[config.mk]
export PLATFORM = sky130hd
export DESIGN_NAME = pc_fetch_gen
export DESIGN_NICKNAME = d
export VERILOG_FILES = /design/src/rtl/pc_fetch_gen.sv
export SDC_FILE = /design/constraint.sdc
export NUM_CORES = 1
export LEC_CHECK = 0
export BUFFER_PORTS_ARGS = -buffer_cell sky130_fd_sc_hd__buf_2
export CORE_UTILIZATION = 50
export CTS_CLUSTER_DIAMETER = 120
export DETAILED_ROUTE_END_ITERATION = 12
export MAX_ROUTING_LAYER = met4
export PLACE_DENSITY = 0.74
export SLEW_MARGIN = 20
export SYNTH_ARGS = -nofsm -noshare
export SYNTH_HDL_FRONTEND = slang
export SYNTH_SLANG_ARGS = --single-unit
[constraint.sdc]
create_clock -name clk -period 3.7 [get_ports clk]
set_input_delay 0.37 -clock clk [delete_from_list [all_inputs] [get_ports clk]]
set_output_delay 0.37 -clock clk [all_outputs]
set_load 0.05 [all_outputs]
[src/rtl/pc_fetch_gen.sv]
// Program counter and fetch-request generator: issues FETCH_N-instruction aligned
// block requests, holds them stable until accepted and buffers redirects meanwhile.
module pc_fetch_gen #(
  parameter int                 ADDR_W   = 32,
  parameter logic [ADDR_W-1:0]  RESET_PC = 32'hbfc0_0000,
  parameter logic [ADDR_W-1:0]  EXC_VEC  = 32'hbfc0_0380,
  parameter int                 FETCH_N  = 1
) (
  input  logic              clk,
  input  logic              reset,
  input  logic              stall,
  input  logic              exception,
  input  logic              eret,
  input  logic [ADDR_W-1:0] epc,
  input  logic              br_take,
  input  logic [ADDR_W-1:0] br_target,
  output logic              inst_req,
  output logic [ADDR_W-1:0] inst_addr,
  input  logic              inst_addr_ok,
  output logic [ADDR_W-1:0] pc,
  output logic              pc_adel
);

  localparam logic [ADDR_W-1:0] BLK      = ADDR_W'(4 * FETCH_N);
  localparam logic [ADDR_W-1:0] BLK_MASK = ~(BLK - ADDR_W'(1));

  // Encoding order is the priority order, so a plain >= compares classes.
  typedef enum logic [1:0] {
    CLS_BR   = 2'd0,
    CLS_ERET = 2'd1,
    CLS_EXC  = 2'd2
  } redir_cls_e;

  logic [ADDR_W-1:0] r_pc;
  logic              r_hold;
  logic              r_pend_v;
  redir_cls_e        r_pend_cls;
  logic [ADDR_W-1:0] r_pend_tgt;

  logic              w_redir_v;
  redir_cls_e        w_redir_cls;
  logic [ADDR_W-1:0] w_redir_tgt;
  logic              w_pend_take;
  logic              w_adv;
  logic [ADDR_W-1:0] w_blk_base;

  // NOTE: every signal written in an always_comb gets a default first, so no
  // path through the block can leave it unassigned and infer a latch.
  always_comb begin
    w_redir_v   = 1'b0;
    w_redir_cls = CLS_BR;
    w_redir_tgt = br_target;
    if (exception) begin
      w_redir_v   = 1'b1;
      w_redir_cls = CLS_EXC;
      w_redir_tgt = EXC_VEC;
    end else if (eret) begin
      w_redir_v   = 1'b1;
      w_redir_cls = CLS_ERET;
      w_redir_tgt = epc;
    end else if (br_take) begin
      w_redir_v   = 1'b1;
      w_redir_cls = CLS_BR;
      w_redir_tgt = br_target;
    end
  end

  // A held request keeps inst_req high regardless of stall, redirects or reset.
  assign pc_adel     = (r_pc[1:0] != 2'b00);
  assign inst_req    = r_hold | (~stall & ~pc_adel & ~reset);
  assign w_blk_base  = r_pc & BLK_MASK;
  assign inst_addr   = w_blk_base;
  assign pc          = r_pc;
  assign w_adv       = ~inst_req | inst_addr_ok;
  assign w_pend_take = w_redir_v & (~r_pend_v | (w_redir_cls >= r_pend_cls));

  // NOTE: sequential state uses non-blocking assignments so every register
  // samples the pre-edge values of the others, independent of statement order.
  always_ff @(posedge clk) begin
    if (reset) begin
      r_pc       <= RESET_PC;
      r_hold     <= 1'b0;
      r_pend_v   <= 1'b0;
      r_pend_cls <= CLS_BR;
      r_pend_tgt <= '0;
    end else if (w_adv) begin
      // Either no request is up or it was accepted: nothing left to hold.
      r_hold   <= 1'b0;
      r_pend_v <= 1'b0;
      if (w_redir_v) begin
        r_pc <= w_redir_tgt;
      end else if (r_pend_v) begin
        r_pc <= r_pend_tgt;
      end else if (inst_req && inst_addr_ok) begin
        r_pc <= w_blk_base + BLK;
      end
    end else begin
      // Request is up and not accepted; pc stays put, redirects are parked.
      r_hold <= 1'b1;
      if (w_pend_take) begin
        r_pend_v   <= 1'b1;
        r_pend_cls <= w_redir_cls;
        r_pend_tgt <= w_redir_tgt;
      end
    end
  end

endmodule

# == Word level (Yosys, flattened, before mapping) ==
# Cells that the tools add are included.
# W data, S select, Z words.
# classes
n_addsub,1
muxes,11
bitwise,12
n_reduce_logical,6
order_cmp,1
# ops
cell,n
$mux W32,5
$add A32 B3 Y32 const B,1
$not A1 Y1,6
$mux W1,5
$reduce_and A2 Y1,2
$and A1 B1 Y1,3
$or A1 B1 Y1,3
$reduce_bool A3 Y1,1
$ge A2 B2 Y1,1
$mux W2,1
$reduce_bool A2 Y1,1
$reduce_or A2 Y1,1
$logic_and A1 B1 Y1,1
# word_totals
input_bits,71
reg_bits,68
out_inout_bits,66
elab_cells,36

# == Depth between registers and ports, before layout ==
# Gate-level depths: netlist of the first run.
# logic_depth
word_depth,9
ltp_mapped,10
mapped_depth_nobuf,7

# == Worst setup path after synthesis of the first run ==
# OpenSTA, ideal clock, no wires.
# synth_path
path_kind,flip-flop to flip-flop
startpoint,"register r_pc[0], in the netlist pc[0]"
endpoint,"register r_pc[27], in the netlist pc[27]"
path_slack_ps,1109
t_arrival_ps,2468
stages_incl_launch_ff,8
t_required_ps,3578
n_path_buf,2
setup_ps,122
period_less_slack_ps,2591
cell_sequence,dfxtp_1 -> nor4_2 -> or2_2 -> clkbuf_1 -> o21a_1 -> buf_6 -> mux2_4 -> a311o_1
# synth_between
elab_chain_len,8
word_cells_on_any_way,10
classes_between,bitwise: 6; reduce/logical: 4
# synth_lines
element,line,text
from (decl),34,logic [ADDR_W-1:0] r_pc;
from (signal assigned),91,r_pc <= w_redir_tgt;
from (signal assigned),93,r_pc <= r_pend_tgt;
from (signal assigned),95,r_pc <= w_blk_base + BLK;
$reduce_bool A2 Y1 *,69,assign pc_adel = (r_pc[1:0] != 2'b00);
$not A1 Y1 *,70,assign inst_req = r_hold | (~stall & ~pc_adel & ~reset);
$and A1 B1 Y1 * (2 in series),70,
$or A1 B1 Y1 *,70,
net inst_req,17,"output logic inst_req,"
$logic_and A1 B1 Y1 or $not A1 Y1 (tied branches),"94, 74",
$reduce_bool A3 Y1 (no line) or $or A1 B1 Y1 (tied branches),-,
$reduce_and A2 Y1 (no line) *,-,
# The timed path passes the listed nets; every way through them passes the cells marked *.
# A chain may end at the register's enable or synchronous reset.

# == Final worst setup path of the first run ==
# layout_path
startpoint,"register r_pc[0], in the netlist pc[0]"
endpoint,register r_pend_tgt[22]
# layout_between
elab_chain_len,9
# layout_lines
element,line,text
$reduce_bool A2 Y1,69,
$not A1 Y1,70,
$and A1 B1 Y1 (2 in series),70,
$or A1 B1 Y1,70,
$not A1 Y1,74,assign w_adv = ~inst_req | inst_addr_ok;
$or A1 B1 Y1,74,
$not A1 Y1 (no line),-,
$reduce_and A2 Y1 (no line),-,
to (signal assigned),103,r_pend_tgt <= w_redir_tgt;
to (decl),38,logic [ADDR_W-1:0] r_pend_tgt;
# No other way between the ends.

==> results of run 1 <==
## cell type report
cell class / count / area [sq um] / area share [%]
clock inverter: 4 / 72.6 / 1.41
tap: 108 / 135 / 2.62
inverter: 9 / 33.8 / 0.655
clock buffer: 12 / 145 / 2.82
sequential: 68 / 1360 / 26.4
multi-input combinational: 418 / 2610 / 50.6
timing repair buffer: 148 / 796 / 15.4
## worst register-to-register path, stage by stage, from the launching register on
cell	delay [ns]
dfxtp_1	0.35
nor4_2	0.47
o21bai_1	0.21
buf_4	0.23
a311oi_4	0.60
buf_12	0.31
mux2i_1	0.24
nor2_1	0.06
## cells by family (layout without fill, tap and decap cells)
family / count (synthesis) / in the layout / synth area share, %
muxes: 47 / 47 / 10.7
xor gates and xnor gates: 12 / 12 / 2.36
AOI/OAI and AO/OA: 141 / 141 / 21.9
adders and majority gates: 3 / 3 / 0.842
and+or+nand+nor: 213 / 213 / 22.5
other: 1 / 2 / 0.0841
DFF: 68 / 68 / 30.5
buffers and inverters: 89 / 173 / 11.2
## cell usage in the layout (no fill, tap or decap), types with 4 or more instances in the layout
cell      instances
xor2_1            4
nand3_1          22
inv_1             9
nor3_1           12
nand2_1          26
dfxtp_1          68
xnor2_1           8
buf_2           134
a31oi_1           7
nor2_1           98
buf_4            12
and3_1            5
nand2b_1          4
o211ai_1          7
a211oi_1         25
a21oi_1          28
a31o_2            6
nand4_1          10
a311oi_1          5
o21ai_0          30
a21o_1            4
or3_1             5
nor2b_1          12
clkbuf_8         10
nor4_1            5
mux2i_1          46
## registers in the layout, indices dropped and copies added (netlist names)
| register | cells |
|---|---|
| pc | 32 |
| r_hold | 1 |
| r_pend_cls | 2 |
| r_pend_tgt | 32 |
| r_pend_v | 1 |
## layer usage
metal	vias up	share of wire, %	global-route usage [%]	routed length (um)
met2	258	45	43.1	5870
met5	-	0	-	0
met1	2163	43	39.8	5670
met3	25	9.9	5.95	1300
li1	2186	-	-	-
met4	0	1.7	11.5	221
## power by group
part / internal [uW] / switching, uW
logic: 182 / 418
registers: 776 / 61.2
clock network: 398 / 296
total: 1360 / 776
## metrics by stage
step                      total power [uW]  setup slack, ns  hold WS [ns]  std cells
after floorplan                       1320             1.11         0.452        575
after global placement                1430            0.894         0.465        750
after detailed placement              1440            0.818         0.470        750
after CTS                             2120             1.10         0.373        766
after global routing                  2220            0.912         0.393        767
final                                 2130             1.09         0.376        767
## final timing paths
check	from	to	slack, ns	cells after the start
worst min-delay path	inst_addr_ok	r_hold$_SDFF_PP0_	0.38	3
worst max register to register	pc[0]$_SDFFE_PP0P_	r_pend_tgt[22]$_SDFFE_PP0P_	1.09	7
worst max-delay path	pc[0]$_SDFFE_PP0P_	r_pend_tgt[22]$_SDFFE_PP0P_	1.09	7
worst min register to register	r_pend_cls[0]$_SDFFE_PP0P_	r_pend_cls[0]$_SDFFE_PP0P_	0.49	2
==> metrics list, run 1 <==
- 1st-iter DRT viols: 299
* Most frequently used flop master after synthesis: dfxtp_1
* Avg Synthesized Cell Area: 7.77 sq um
- The synthesized design contains 0 enable-type register cells.
- The floorplan step set the die width to 96.4 um.
- The synthesized netlist contains 59 unique library cells.
* Largest fanout on the critical path: 37
- Post-synth ARST share: 0%
- After layout, the minimum clock period comes to 2.61 ns.
* Global routing usage summed across all routing layers: 29.5%
- During I/O placement, the number of pins put on the boundary was 137.
- The critical path contains buffers and inverters numbering 2 combined.
- Drt drc: 0
- Required arrival time at the worst endpoint: 3.91 ns
- Final core area utilization: 59.4%
* Post-detailed-route wirelength per cell: 17.0 um
* Starting density of the core: 51.4%
- After routing the design area is 5150 sq um.
- Number of instances in the synthesized netlist: 574
- Buffers inserted during clock tree synthesis total 9.
- Largest net degree at the start of global routing: 60
- Fin. max-slew vios: 0
- DPL Wire Length: 8.96 mm
* Clock tree from TritonCTS: yes
- In the finished design, the share of the clock period the worst path needs comes to 70.5%.
- Fraction of final layout cells sized beyond drive strength 1: 26.9%
- Sorting the synthesized cells by area gives the leading types as dfxtp_1 31%, mux2i_1 10%, nor2_1 8.2%, buf_4 5.4%, a211oi_1 4.2%.
- The congestion estimate from routability-driven global placement came to 0.867.
- Number of clock sinks: 68
* CP startpoint kind: register
* Number of failing hold endpoints at the final stage: 0
- In this run the biggest area consumer among cell types represents 30.5% of the synthesized area.
- DRT Pass-1 Iters: 5
- In the post-synthesis netlist, the cell with the most instances is nor2_1.
- Setup violations remaining at the end of the flow were counted as 0.
- First-pass GRT wire length: 20.4 mm
- Final Skew: 0.00694 ns
- Die area: 9300 sq um
- Number of hold-repair buffers added at the cts stage: 0
- RSZ-0062 raised after global routing: no
* Cell family contributing the most delay on the critical path: compound AO/OA/AOI/OAI gates
- In this run the core area contains 34 standard-cell rows.
* Maximum single-stage delay on the critical path: 0.60 ns
* Endpoint kind of the worst setup timing path: register
- Number of buffers inserted to repair setup after CTS: 0
- The via count of the first global-routing pass was 4069.
- Across the run, the number of max-cap violations was 0.
- In this run the power density over the cells is 413 nW/um^2.
- Total Nets Final: 728
- WL final: 13.1 mm
* Worst-path clk slew: 0.08 ns
- Yosys top cell by area: dfxtp_1
- Traced cell by cell, the critical path runs through nor4_2 > o21bai_1 > buf_4 > a311oi_4 > buf_12 > mux2i_1 > nor2_1.
- Number of synthesis warnings: 0
- Cts repair resizes: 0
- Post-synthesis sequential element count: 68
* Cell with the biggest individual delay on the critical path: a311oi_4
* Total standard cell area after synthesis: 4460 sq um
- Via count: 4632
* Worst-case headroom to the max-slew limit: 37.8%
- Ranked by instance count, the synthesized netlist is headed by 98 x nor2_1, 68 x dfxtp_1, 46 x mux2i_1.
- Compared with the post-synthesis result, the final layout area differs by 15.6%.
* Total negative slack: 0 ns
- The initial antenna violation count is 0.
- The placed instances occupy a cell area of 4920 sq um.
- PortBufs: 134
- DIE HEIGHT: 96.4 um
- Average via count per standard cell: 6.04
- Across the VDD grid, the largest voltage drop is 0.156 mV.
* Final ANT Viol Nets: 0
- The core region is 8680 sq um.
* Type of the tightest min-delay check: input pin to register
* Number of inserted filler cells in the final layout: 810
- At the pin with the least slew margin, the transition time is 0.933 ns.
* Crit Path Category: register to register
* Sequential share of the synthesized area: 30.5%
* Max H-tree Level: 3
- Static timing analysis puts the maximum clock frequency at 0.383 GHz.
- In this run the static leakage power is 0.00216 uW.
- Cell at the root of the clock tree: clkbuf_8
* Clock latency reported for the late side of the worst-skew pair: 0.35 ns
- Overflow left after global routing: 0
- Outcome: completed
* Data arrival time of the critical path: 2.82 ns
* # diodes: 0
- Buffer levels on the longest clock path: 2
(Power assumes the default switching activity.)
==> run 2: changes to the inputs <==
- ABC_AREA: default -> 1
- clock period: 3.7 -> 2.6 ns (I/O delays scaled with it)
==> run 2 against run 1 <==
Effect of this change:
- clock-buffer cell count decreased by 1
- cell area increased by 0.27%
- flip-flop and latch count unchanged
- hold slack got worse by 0.16 ns
- routed wire length increased by 2.4%
- setup slack got worse by 0.56 ns
- largest cell class unchanged
- first-iteration DRC count unchanged
- die area increased by 1.6%
- critical path type is now input pin to register
- highest routed layer unchanged
- area after synthesis increased by 1.7%
==> metrics list, run 2 <==
- Number of synthesis warnings: 0 (unchanged)
- The relative max-transition margin came to 65.2% (+27 points).
* Type of the tightest min-delay check: input pin to register
* DIE HEIGHT: 97.2 um (+0.82%)
- WHS Path Cells: 3 (unchanged)
- By instance count, the leading cell after synthesis is nand2_1.
- CP startpoint kind: input pin
* Avg Synthesized Cell Area: 6.59 sq um (-15%)
- Total standard cell area after synthesis: 4530 sq um (+1.7%)
- The top-level port count came to 137 (unchanged).
- Number of antenna violations at the first check in global routing: 0 (unchanged)
- Achievable frequency: 0.482 GHz
* Number of CTS-inserted buffers: 9 (unchanged)
- The share of the synthesized area in the top cell type came to 30.0% (-0.51 points).
- The count of instances resized after the clock tree is built is 0 (unchanged).
* Via count of the first global-routing pass: 4429 (+8.8%)
- Post-detailed-route wirelength per cell: 15.1 um (-11%)
- Worst-path clk slew: 0.07 ns (about the same)
- Total Nets Final: 849 (+17%)
- Number of buffers inserted to repair setup after CTS: 0 (unchanged)
- The total of hold buffers inserted after clock tree synthesis is 0 (unchanged).
* Cell at the root of the clock tree: clkbuf_8
* Fin crit share: 79.7%
- Area grow syn2layout: 14.0%
* PortBufs: 134 (unchanged)
- For this run, the leading register cell type out of synthesis is dfxtp_1.
- Max Cap Violations: 0 (unchanged)
* Maximum ir drop on the vdd rail: 0.295 mV (+89%)
- The startpoint identified for the worst hold timing path is exception.
* DPL Wire Length: 9.50 mm (+6.0%)
- Slew of the pin with the lowest slew margin: 0.522 ns (-0.411 ns)
* Data arrival time of the critical path: 2.30 ns (-0.52 ns)
* Post-synthesis sequential element count: 68 (unchanged)
* 1st-iter DRT viols: 299 (unchanged)
- Fin. max-slew vios: 0 (unchanged)
- Leaving out fill and tap cells, the most frequent cell in the layout is nand2_1.
- The die outline area is 9450 sq um (+1.6%).
* Buffer levels on the longest clock path: 2 (unchanged)
- The H-tree depth reported by CTS came to 3 (unchanged).
- Number of clock sinks: 68 (unchanged)
- Worst-case setup slack after placement: 0.173 ns (-0.645 ns)
- The power density over cell area came to 612 nW/um^2 (+48%).
- # diodes: 0 (unchanged)
- STA classifies the critical path endpoint as a register.
* DRT Pass-1 Iters: 5 (unchanged)
* WHS Endpoint: r_pend_cls[1]$_SDFFE_PP0P_
- The number of enable-type register cells in the synthesized netlist is 0 (unchanged).
* Worst reg-to-reg path cell count: 10 (+3)
- The largest net degree at the start of global routing was 43 (-28%).
- The remaining design rule violation count came to 0 (unchanged).
* Fraction of final layout cells sized beyond drive strength 1: 24.1% (-2.7 points)
- Outcome: completed
- Crit Path Category: input pin to register
- The count of nets left with antenna violations after detail routing is 0 (unchanged).
* Cell row count: 34 (unchanged)
* RSZ-0062 raised after global routing: no
* WL final: 13.4 mm (+2.4%)
- Number of failing hold endpoints at the final stage: 0 (unchanged)
- Critical register-to-register path startpoint: pc[3]$_SDFFE_PP0P_
* Clock tree from TritonCTS: yes
* Count of distinct cell types in the synthesized netlist: 37 (-37%)
- The post-layout worst setup margin was 0.527 ns (-0.563 ns).
* Core outline area: 8760 sq um (+0.98%)
- The worst setup skew after layout is 0.0108 ns (+0.00381 ns).
- The gate count of the mapped netlist is 688 (+20%).
- The first-pass GRT wire length was 21.8 mm (+6.7%).
- Die boundary width: 97.2 um (+0.82%)
- Commonest cells after routing, fill and taps aside: 153 x nand2_1, 134 x buf_2, 127 x nor2_1
* Global routing usage summed across all routing layers: 29.3% (-0.16 points)
* Clock latency reported for the late side of the worst-skew pair: 0.35 ns (about the same)
- Overflow left after global routing: 0 (unchanged)
- Final-report setup violation count: 0 (unchanged)
- Capture instance of the worst register-to-register path: pc[26]$_SDFFE_PP1P_
* Cell types with the largest area share after synthesis: dfxtp_1 30%, nand2_1 13%, nor2_1 11%, buf_4 5.5%, o21ai_0 5.4%
- Required arrival time at the worst endpoint: 2.82 ns (-1.09 ns)
* Post-synth ARST share: 0% (unchanged)
* Worst reg-to-reg setup slack: 0.61 ns (-0.48 ns)
- The maximum fanout count along the critical path is 29 (-22%).
- Yosys top cell by area: dfxtp_1
* Leakage power of the design: 0.00240 uW (+11%)
- List of most frequent post-synthesis cells: 153 x nand2_1, 127 x nor2_1, 68 x dfxtp_1
* Starting density of the core: 51.7% (+0.36 points)
- The final RePlAce weighted congestion is 0.896 (+3.3%).
- Period minus WS final: 2.07 ns
- The overall via count from detail_route came to 4898 (+5.7%).
* Sequential share of the synthesized area: 30.0% (-0.51 points)
* Total negative slack: 0 ns (unchanged)
- The average vias per placed instance was 5.52 (-8.6%).
==> run 2: critical path: stages <==
cell	delay (ns)
buf_2	0.14
nor2_1	0.15
inv_1	0.21
ha_1	0.34
o21ai_0	0.08
nand2_1	0.13
nand2_1	0.15
nor2_8	0.37
buf_12	0.23
nand2_1	0.07
o21ai_1	0.09
nor2_1	0.06
==> run 2: worst max path at each step <==
stage	start	endpoint	slack [ns]	depth (start not counted)
floorplan	pc[0]$_SDFFE_PP0P_	pc[26]$_SDFFE_PP1P_	0.39	11
finish	exception	r_pend_tgt[4]$_SDFFE_PP0P_	0.53	12
CTS	exception	r_pend_tgt[4]$_SDFFE_PP0P_	0.53	12
global route	exception	r_pend_tgt[4]$_SDFFE_PP0P_	0.30	12
global placement	exception	r_pend_tgt[21]$_SDFFE_PP0P_	0.34	12
detailed placement	exception	r_pend_tgt[4]$_SDFFE_PP0P_	0.17	12
==> run 2: per-stage QoR <==
step | instance area, sq um | instances | utilization [%] | hold slack, ns | power [uW]
after CTS | 5170 | 887 | 59.0 | 0.205 | 3160
after global routing | 5170 | 887 | 59.0 | 0.216 | 3300
after floorplan | 4540 | 689 | - | 0.396 | 2010
after global placement | 4950 | 872 | 56.5 | 0.442 | 2180
after detailed placement | 4950 | 872 | 56.5 | 0.448 | 2190
final | 5170 | 887 | 59.0 | 0.218 | 3160
==> run 2: kinds of logic (layout without fill, tap and decap cells) <==
group	Yosys count	after routing	synth area share, %
AOI/OAI and AO/OA	179	179	23.3
xor gates and xnor gates	14	14	2.70
adders and majority gates	3	3	0.828
buffers and inverters	105	195	13.7
DFF	68	68	30.0
other	1	2	0.0827
and+or+nand+nor	318	318	29.4
==> run 2: layer usage <==
layer,track usage [%],up-vias,wire length [um]
met1,39.6,2272,6160
met4,10.2,0,241
li1,-,2404,-
met5,-,-,0
met3,3.96,22,938
met2,45.2,200,6040
==> run 2: final cells by class <==
type | instances | area [sq um]
fillers | 899 | 3600
multi-input cells | 516 | 2550
flip-flops and latches | 68 | 1360
repair buffers | 144 | 758
inverters | 36 | 143
clock buffers | 11 | 141
well taps | 108 | 135
clock inverters | 4 | 73.8
==> run 2: power by group <==
part / switching, uW / total [uW] / internal (uW)
Sequential: 107 / 1230 / 1120
Combinational: 692 / 949 / 257
Clock: 423 / 985 / 562
Total: 1220 / 3160 / 1940
